File: src/rtl/dmem_arbiter_if.sv
// Line-memory request bus: enable/write/addr/wdata out, rdata/ack back.
// The requester uses the master modport; the responder uses the slave modport.
interface dmem_arbiter_if #(
    parameter int ADDR_W = 32,
    parameter int DATA_W = 256
);
    logic              enable;
    logic              write;
    logic [ADDR_W-1:0] addr;
    logic [DATA_W-1:0] wdata;
    logic [DATA_W-1:0] rdata;
    logic              ack;

    modport master (output enable, write, addr, wdata, input rdata, ack);
    modport slave  (input enable, write, addr, wdata, output rdata, ack);
endinterface

File: src/rtl/dmem_arbiter.sv
// Round-robin arbiter sharing one line data memory between I-cache (m0) and
// D-cache (m1), with a watchdog that abandons grants the memory never acks.
module dmem_arbiter #(
    parameter int ADDR_W  = 32,
    parameter int DATA_W  = 256,
    parameter int TMO_CYC = 1023,
    parameter int TMO_W   = 10
) (
    input  logic                  clk_i,
    input  logic                  rst_i,
    dmem_arbiter_if.slave         m0_if,
    dmem_arbiter_if.slave         m1_if,
    dmem_arbiter_if.master        mem_if,
    output logic [1:0]            gnt_o,
    output logic                  tmo_err_o
);

    typedef enum logic [1:0] {
        IDLE = 2'd0,
        GNT0 = 2'd1,
        GNT1 = 2'd2
    } state_e;

    localparam bit               TMO_ON  = (TMO_CYC != 0);
    localparam logic [TMO_W:0]   TMO_LIM = TMO_CYC[TMO_W:0];

    state_e            state_q, state_d;
    logic              last_q, last_d;     // 1: m1 served last, so m0 wins a tie
    logic [TMO_W-1:0]  wdog_q, wdog_d;
    logic              err_q, err_d;

    logic              granted, gnt1;
    logic              sel_en, sel_wr;
    logic [ADDR_W-1:0] sel_addr;
    logic [DATA_W-1:0] sel_data;
    logic [TMO_W:0]    wdog_inc;

    assign granted  = (state_q != IDLE);
    assign gnt1     = (state_q == GNT1);
    assign sel_en   = gnt1 ? m1_if.enable : m0_if.enable;
    assign sel_wr   = gnt1 ? m1_if.write  : m0_if.write;
    assign sel_addr = gnt1 ? m1_if.addr   : m0_if.addr;
    assign sel_data = gnt1 ? m1_if.wdata  : m0_if.wdata;
    // Count including the current granted cycle, so the limit hits on cycle TMO_CYC.
    assign wdog_inc = {1'b0, wdog_q} + {{TMO_W{1'b0}}, 1'b1};

    assign gnt_o     = {state_q == GNT1, state_q == GNT0};
    assign tmo_err_o = err_q;

    // Request forwarding is combinational so an abort drops mem enable at once.
    always_comb begin
        mem_if.enable = 1'b0;
        mem_if.write  = 1'b0;
        mem_if.addr   = '0;
        mem_if.wdata  = '0;
        m0_if.ack     = 1'b0;
        m1_if.ack     = 1'b0;
        m0_if.rdata   = '0;
        m1_if.rdata   = '0;
        if (granted) begin
            mem_if.enable = sel_en;
            mem_if.write  = sel_wr;
            mem_if.addr   = sel_addr;
            mem_if.wdata  = sel_data;
            m0_if.rdata   = mem_if.rdata;
            m1_if.rdata   = mem_if.rdata;
            m0_if.ack     = ~gnt1 & mem_if.ack;
            m1_if.ack     =  gnt1 & mem_if.ack;
        end
    end

    always_comb begin
        state_d = state_q;
        last_d  = last_q;
        wdog_d  = wdog_q;
        err_d   = err_q;
        case (state_q)
            IDLE: begin
                wdog_d = '0;
                if (m0_if.enable && m1_if.enable)
                    state_d = last_q ? GNT0 : GNT1;
                else if (m0_if.enable)
                    state_d = GNT0;
                else if (m1_if.enable)
                    state_d = GNT1;
            end
            GNT0, GNT1: begin
                // Priority: ack, then abort, then timeout.
                if (mem_if.ack) begin
                    state_d = IDLE;
                    last_d  = gnt1;
                    wdog_d  = '0;
                end else if (!sel_en) begin
                    state_d = IDLE;
                    wdog_d  = '0;
                end else if (TMO_ON && (wdog_inc == TMO_LIM)) begin
                    state_d = IDLE;
                    last_d  = gnt1;
                    err_d   = 1'b1;
                    wdog_d  = '0;
                end else begin
                    wdog_d  = wdog_inc[TMO_W-1:0];
                end
            end
            default: state_d = IDLE;
        endcase
    end

    always_ff @(posedge clk_i or negedge rst_i) begin
        if (!rst_i) begin
            state_q <= IDLE;
            last_q  <= 1'b1;
            wdog_q  <= '0;
            err_q   <= 1'b0;
        end else begin
            state_q <= state_d;
            last_q  <= last_d;
            wdog_q  <= wdog_d;
            err_q   <= err_d;
        end
    end

endmodule

File: src/flat_wrapper.sv
// flat-port wrapper written by rule: the top's interface ports become plain ports
module dmem_arbiter_flat 
#(
    parameter int ADDR_W  = 32,
    parameter int DATA_W  = 256,
    parameter int TMO_CYC = 1023,
    parameter int TMO_W   = 10
)
  (clk_i, rst_i, gnt_o, tmo_err_o, m0_if_enable, m0_if_write, m0_if_addr, m0_if_wdata, m0_if_rdata, m0_if_ack, m1_if_enable, m1_if_write, m1_if_addr, m1_if_wdata, m1_if_rdata, m1_if_ack, mem_if_enable, mem_if_write, mem_if_addr, mem_if_wdata, mem_if_rdata, mem_if_ack);
  dmem_arbiter_if #(.ADDR_W(ADDR_W), .DATA_W(DATA_W)) m0_if_i ();
  dmem_arbiter_if #(.ADDR_W(ADDR_W), .DATA_W(DATA_W)) m1_if_i ();
  dmem_arbiter_if #(.ADDR_W(ADDR_W), .DATA_W(DATA_W)) mem_if_i ();
  input  logic clk_i;
  input  logic rst_i;
  output logic [1:0] gnt_o;
  output logic tmo_err_o;
  input wire logic [$bits(m0_if_i.enable)-1:0] m0_if_enable;
  input wire logic [$bits(m0_if_i.write)-1:0] m0_if_write;
  input wire logic [$bits(m0_if_i.addr)-1:0] m0_if_addr;
  input wire logic [$bits(m0_if_i.wdata)-1:0] m0_if_wdata;
  output wire logic [$bits(m0_if_i.rdata)-1:0] m0_if_rdata;
  output wire logic [$bits(m0_if_i.ack)-1:0] m0_if_ack;
  input wire logic [$bits(m1_if_i.enable)-1:0] m1_if_enable;
  input wire logic [$bits(m1_if_i.write)-1:0] m1_if_write;
  input wire logic [$bits(m1_if_i.addr)-1:0] m1_if_addr;
  input wire logic [$bits(m1_if_i.wdata)-1:0] m1_if_wdata;
  output wire logic [$bits(m1_if_i.rdata)-1:0] m1_if_rdata;
  output wire logic [$bits(m1_if_i.ack)-1:0] m1_if_ack;
  output wire logic [$bits(mem_if_i.enable)-1:0] mem_if_enable;
  output wire logic [$bits(mem_if_i.write)-1:0] mem_if_write;
  output wire logic [$bits(mem_if_i.addr)-1:0] mem_if_addr;
  output wire logic [$bits(mem_if_i.wdata)-1:0] mem_if_wdata;
  input wire logic [$bits(mem_if_i.rdata)-1:0] mem_if_rdata;
  input wire logic [$bits(mem_if_i.ack)-1:0] mem_if_ack;
  assign m0_if_i.enable = m0_if_enable;
  assign m0_if_i.write = m0_if_write;
  assign m0_if_i.addr = m0_if_addr;
  assign m0_if_i.wdata = m0_if_wdata;
  assign m0_if_rdata = m0_if_i.rdata;
  assign m0_if_ack = m0_if_i.ack;
  assign m1_if_i.enable = m1_if_enable;
  assign m1_if_i.write = m1_if_write;
  assign m1_if_i.addr = m1_if_addr;
  assign m1_if_i.wdata = m1_if_wdata;
  assign m1_if_rdata = m1_if_i.rdata;
  assign m1_if_ack = m1_if_i.ack;
  assign mem_if_enable = mem_if_i.enable;
  assign mem_if_write = mem_if_i.write;
  assign mem_if_addr = mem_if_i.addr;
  assign mem_if_wdata = mem_if_i.wdata;
  assign mem_if_i.rdata = mem_if_rdata;
  assign mem_if_i.ack = mem_if_ack;
  dmem_arbiter #(.ADDR_W(ADDR_W), .DATA_W(DATA_W), .TMO_CYC(TMO_CYC), .TMO_W(TMO_W)) u_core (.clk_i(clk_i), .rst_i(rst_i), .m0_if(m0_if_i), .m1_if(m1_if_i), .mem_if(mem_if_i), .gnt_o(gnt_o), .tmo_err_o(tmo_err_o));
endmodule
File: config.mk
export PLATFORM = sky130hd
export DESIGN_NAME = dmem_arbiter_flat
export DESIGN_NICKNAME = d
export VERILOG_FILES = /design/src/rtl/dmem_arbiter_if.sv /design/src/rtl/dmem_arbiter.sv /design/src/flat_wrapper.sv
export SDC_FILE = /design/constraint.sdc
export NUM_CORES = 1
export LEC_CHECK = 0
export ABC_AREA = 1
export BUFFER_PORTS_ARGS = -buffer_cell sky130_fd_sc_hd__buf_2
export CAP_MARGIN = 5
export CORE_AREA = 5 5 641 643
export DETAILED_ROUTE_END_ITERATION = 8
export DIE_AREA = 0 0 646 648
export SLEW_MARGIN = 0
export SYNTH_ARGS = -nofsm -noshare
export SYNTH_HDL_FRONTEND = slang
export SYNTH_SLANG_ARGS = --single-unit
File: constraint.sdc
create_clock -name clk_i -period 3.5 [get_ports clk_i]
set_input_delay 0.7 -clock clk_i [delete_from_list [all_inputs] [get_ports clk_i]]
set_output_delay 0.7 -clock clk_i [all_outputs]
set_load 0.005 [all_outputs]
# Word level (Yosys, flattened, before mapping)
# Index checks and enable logic that the tools add are counted.
[totals]
out_inout_bits = 807
inputBits = 839
register_bits = 14
[op_classes]
n_reduce_logical = 10
bitwise_logic = 4
n_eq_ne = 5
mux = 26
add_sub_neg = 1
[ops]
columns = ["op", "n"]
rows = [
  ["$mux 256", 3],
  ["$mux 32", 2],
  ["$mux 10", 3],
  ["$pmux 10 s2", 1],
  ["$mux 2", 7],
  ["$add 10x1->11 const B", 1],
  ["$eq 11x10->1 const B", 1],
  ["$mux 1", 9],
  ["$reduce_bool 2->1", 4],
  ["$ne 4x3->1 const B", 1],
  ["$ne 4x4->1 const B", 1],
  ["$pmux 2 s2", 1],
  ["$reduce_and 4->1", 1],
  ["$reduce_and 3->1", 1],
  ["$and 1x1->1", 2],
  ["$eq 2x1->1 const B", 1],
  ["$eq 2x2->1 const B", 1],
  ["$logic_not 2->1", 1],
  ["$not 1->1", 2],
  ["$reduce_and 2->1", 1],
  ["$reduce_or 2->1", 1],
  ["$logic_and 1x1->1", 1],
]

# Depth between registers and ports, before layout
[logic_depth]
word_depth = 6
depth_mapped = 12
depth_no_buf = 12

# Worst setup path before layout
# No wires, ideal clock.
[synth_timing]
path_kind = "register to output"
from = "reg u_core.state_q[0]"
to = "out mem_if_wdata[156]"
path_stages_with_launch = 11
t_required_ns = 2.800
t_arrival_ns = 1.629
slack_ns = 1.171
cell_sequence = "dfrtp_1 -> inv_1 -> ha_1 -> buf_2 -> buf_2 -> inv_1 -> buf_2 -> buf_2 -> buf_4 -> nor2_1 -> nor2_1"
[synth_between]
elab_chain_cells = 3
[synth_lines]
columns = ["item", "line_no", "source"]
rows = [
  ["start: declaration", "dmem_arbiter.sv:27", "state_e state_q, state_d;"],
  ["start signal: assignment", "dmem_arbiter.sv:116", "state_q <= state_d;"],
  ["$eq 2x2->1", "dmem_arbiter.sv:39", "assign gnt1 = (state_q == GNT1);"],
  ["via u_core.gnt1", "dmem_arbiter.sv:32", "logic granted, gnt1;"],
  ["$mux 256", "dmem_arbiter.sv:43", "assign sel_data = gnt1 ? m1_if.wdata : m0_if.wdata;"],
  ["$mux 256", "dmem_arbiter.sv:60", "if (granted) begin"],
  ["end: declaration", "flat_wrapper.sv:32", "output wire logic [$bits(mem_if_i.wdata)-1:0] mem_if_wdata;"],
]
# The timed path passes the listed nets, and every way through them passes these cells.

# Worst setup path after layout
[layout_timing]
from = "reg u_core.state_q[0]"
to = "out mem_if_wdata[1]"
[layout_between]
elab_chain_cells = 3
[layout_lines]
columns = ["item", "line_no"]
rows = [
  ["$eq 2x2->1", "dmem_arbiter.sv:39"],
  ["$mux 256", "dmem_arbiter.sv:43"],
  ["$mux 256 *", "dmem_arbiter.sv:60"],
]
# Every way passes the cells marked *; elsewhere a longest branch is shown, timed or not.

==> impl_metrics.toml <==
[cts]
ctsResizeCount = 0
htreeDepth = 1
cts-buffers-inserted = 3
tritoncts = "yes"
cts.sinks = 14
holdBufCountCts = 0
clk_latency_ns = 0.25
clkTransAtPathRegs_ns = 0.05
clock_tree.buffer_depth = 2
cts_root_buf = "clkbuf_16"
post-cts-setup-buffers = 0

[place]
port_buffers = 1645
place_hpwl_um = 391000
gp_congestion = 1.24
place_area_um2 = 23400
pre_cts_slack_ns = 0.346

[finish]
drive_gt1_frac = 0.530
mostFrequentLayoutCell = "buf_2"
n_fill_cell = 48600
syn_to_final_growth_pct = 171
layout_common_cells = "buf_2 (1553), nor2_1 (841), o21ai_0 (289), inv_1 (280), buf_12 (109)"
post-route-cell-area_um2 = 24300
final_nets = 4039
fin_util = 0.0600

[timing]
final.period_utilization = 0.942
post-route-min-period_ns = 3.30
layout_setup_ws_ns = 0.202
fmaxAchievable_mhz = 303
worst_pin_slew_ns = 0.972
timing.final.hold_violations = 0
rsz0062_at_grt = "no"
skew_ns = 0.00141
setup_viol = 0
fin_tns_setup_ns = 0
relSlewSlack = 0.345
timing.final.max_slew_violations = 0
hold_ws_ns = 0.361

[worst_setup_path]
endpoint_kind = "output pin"
worst-setup-path-type = "reg2out"
cp_cell_sequence = "inv_1, ha_4, inv_8, buf_12, nor2_1, nor2_1, buf_12"
start_kind = "register"
crit_slowest_cell = "nor2_1"
cp.required_ns = 2.80
rr_startpoint = "u_core.state_q[0]$_DFFE_PN0P_"
slowest_delay_ns = 0.71
worstPathArrival_ns = 2.60
path_max_fanout = 30
crit_path_start = "u_core.state_q[0]$_DFFE_PN0P_"

[hold_path]
hold_class = "in2async"

[synthesis]
syn_area_per_cell_um2 = 4.72
synthCells = 1898
yosysWarnings = 0
syn_area_um2 = 8960
yosysSeqAreaShare = 0.0392
ys_ff_latch = 14
syn_nets = 2743
ys_types = 26

[power]
p_per_area_nw_per_um2 = 974
p_leak_nw = 11.8
ir_worst_vdd_mv = 0.480

[drt]
avgViaCountPerCell = 2.40
ant_nets = 1
drc_errors = 0
wirelength_um = 408000
vias = 21400
wire_per_inst_um = 45.7
drt_first_pass_iters = 5
drtIter0Drc = 1714

[outcome]
status = "complete, but fails checks"
violations = "antenna violations"

[floorplanning]
core_um2 = 405000
die_w_um = 646
io_pins = 1646
die_h_um = 648
dieArea_um2 = 419000
initial_core_util = 0.0222
fp-row-count = 234

[global_route]
grt_use_total = 0.186
antenna_found_initial = 605
first_global_vias = 17900
grt_pass1_wl_um = 444000
grt_overflow = 0
grt_max_degree = 92

[job]
maxCapViolCount = 0
-- state kept, by name (all words and copies together) (netlist names) --
name / count
u_core.tmo_err_o: 1
u_core.last_q: 1
u_core.state_q: 2
u_core.wdog_q: 10
-- Yosys cell counts --
cell type	n	share of area
o21ai_0	290	0.16
nand2_2	2	0.0014
a21oi_1	1	0.00056
dfrtp_1	13	0.036
nor3_1	3	0.0017
nand2_1	39	0.016
nand3_2	2	0.0022
nand3b_1	1	0.00084
buf_2	18	0.010
buf_4	267	0.22
nor3_2	1	0.0011
nor2_1	841	0.35
buf_1	8	0.0033
nand4_1	3	0.0021
nand3_1	12	0.0067
inv_1	281	0.12
o21ai_1	4	0.0022
clkbuf_1	91	0.038
nand2_4	1	0.0013
dfstp_2	1	0.0029
xor2_1	1	0.00098
o22ai_1	8	0.0056
nor2_2	2	0.0014
inv_2	1	0.00042
ha_1	6	0.0084
o21bai_1	1	0.00084
-- worst paths after layout --
kind / endpoint / slack [ns] / cells past startpoint
min reg2reg: u_core.last_q$_DFFE_PN1P_ / 0.47 / 2
max: mem_if_wdata[1] / 0.20 / 7
max reg2reg: u_core.state_q[1]$_DFFE_PN0P_ / 1.57 / 8
min in group clk_i: u_core.last_q$_DFFE_PN1P_ / 0.47 / 2
min: u_core.wdog_q[6]$_DFFE_PN0P_ / 0.36 / 1
max in group asynchronous: u_core.last_q$_DFFE_PN1P_ / 2.84 / 1
-- per-stage QoR --
step           total power, mW  instances
2_1_floorplan             7.09       1898
3_3_place_gp              24.3       8616
3_5_place_dp              24.4       8617
4_1_cts                   24.7       8621
5_1_grt                   25.4       8880
6_report                  23.6       8938
-- power breakdown --
group          internal (mW)  total, mW  switching [mW]
registers              0.187      0.211          0.0244
clock network          0.173      0.243          0.0692
logic                   6.76       23.2            16.4
-- cell families after synthesis --
group | share of synthesized area
and+or+nand+nor | 0.387
DFF | 0.0392
buffers and inverters | 0.393
xor gates and xnor gates | 0.000977
adders and majority gates | 0.00837
AOI/OAI and AO/OA | 0.171
-- routing by layer --
metal / up-vias / track usage / routed length (um)
met4: 246 / 0.0820 / 18800
met2: 2299 / 0.328 / 205000
met3: 1116 / 0.111 / 56200
met5: - / 0.00126 / 1720
li1: 8335 / - / -
met1: 9420 / 0.171 / 127000
-- worst max-delay path: cells and delay by family, from the launching register on --
| kind | cells | cell delay (ns) |
|---|---|---|
| fa+ha+maj | 1 | 0.28 |
| simple gates | 2 | 0.91 |
| buf+inv | 4 | 0.67 |
| flops | 1 | 0.41 |
-- cell type report --
cell class,instances,area [um^2],area share
Timing Repair Buffer,1675,10100,0.414
Tap cell,5428,6790,0.280
Multi-Input combinational cell,1218,5110,0.211
Inverter,282,1070,0.0442
Antenna cell,317,793,0.0327
Sequential cell,14,352,0.0145
Clock buffer,4,88.8,0.00366
No activity file was read; power rests on OpenSTA's default activity.
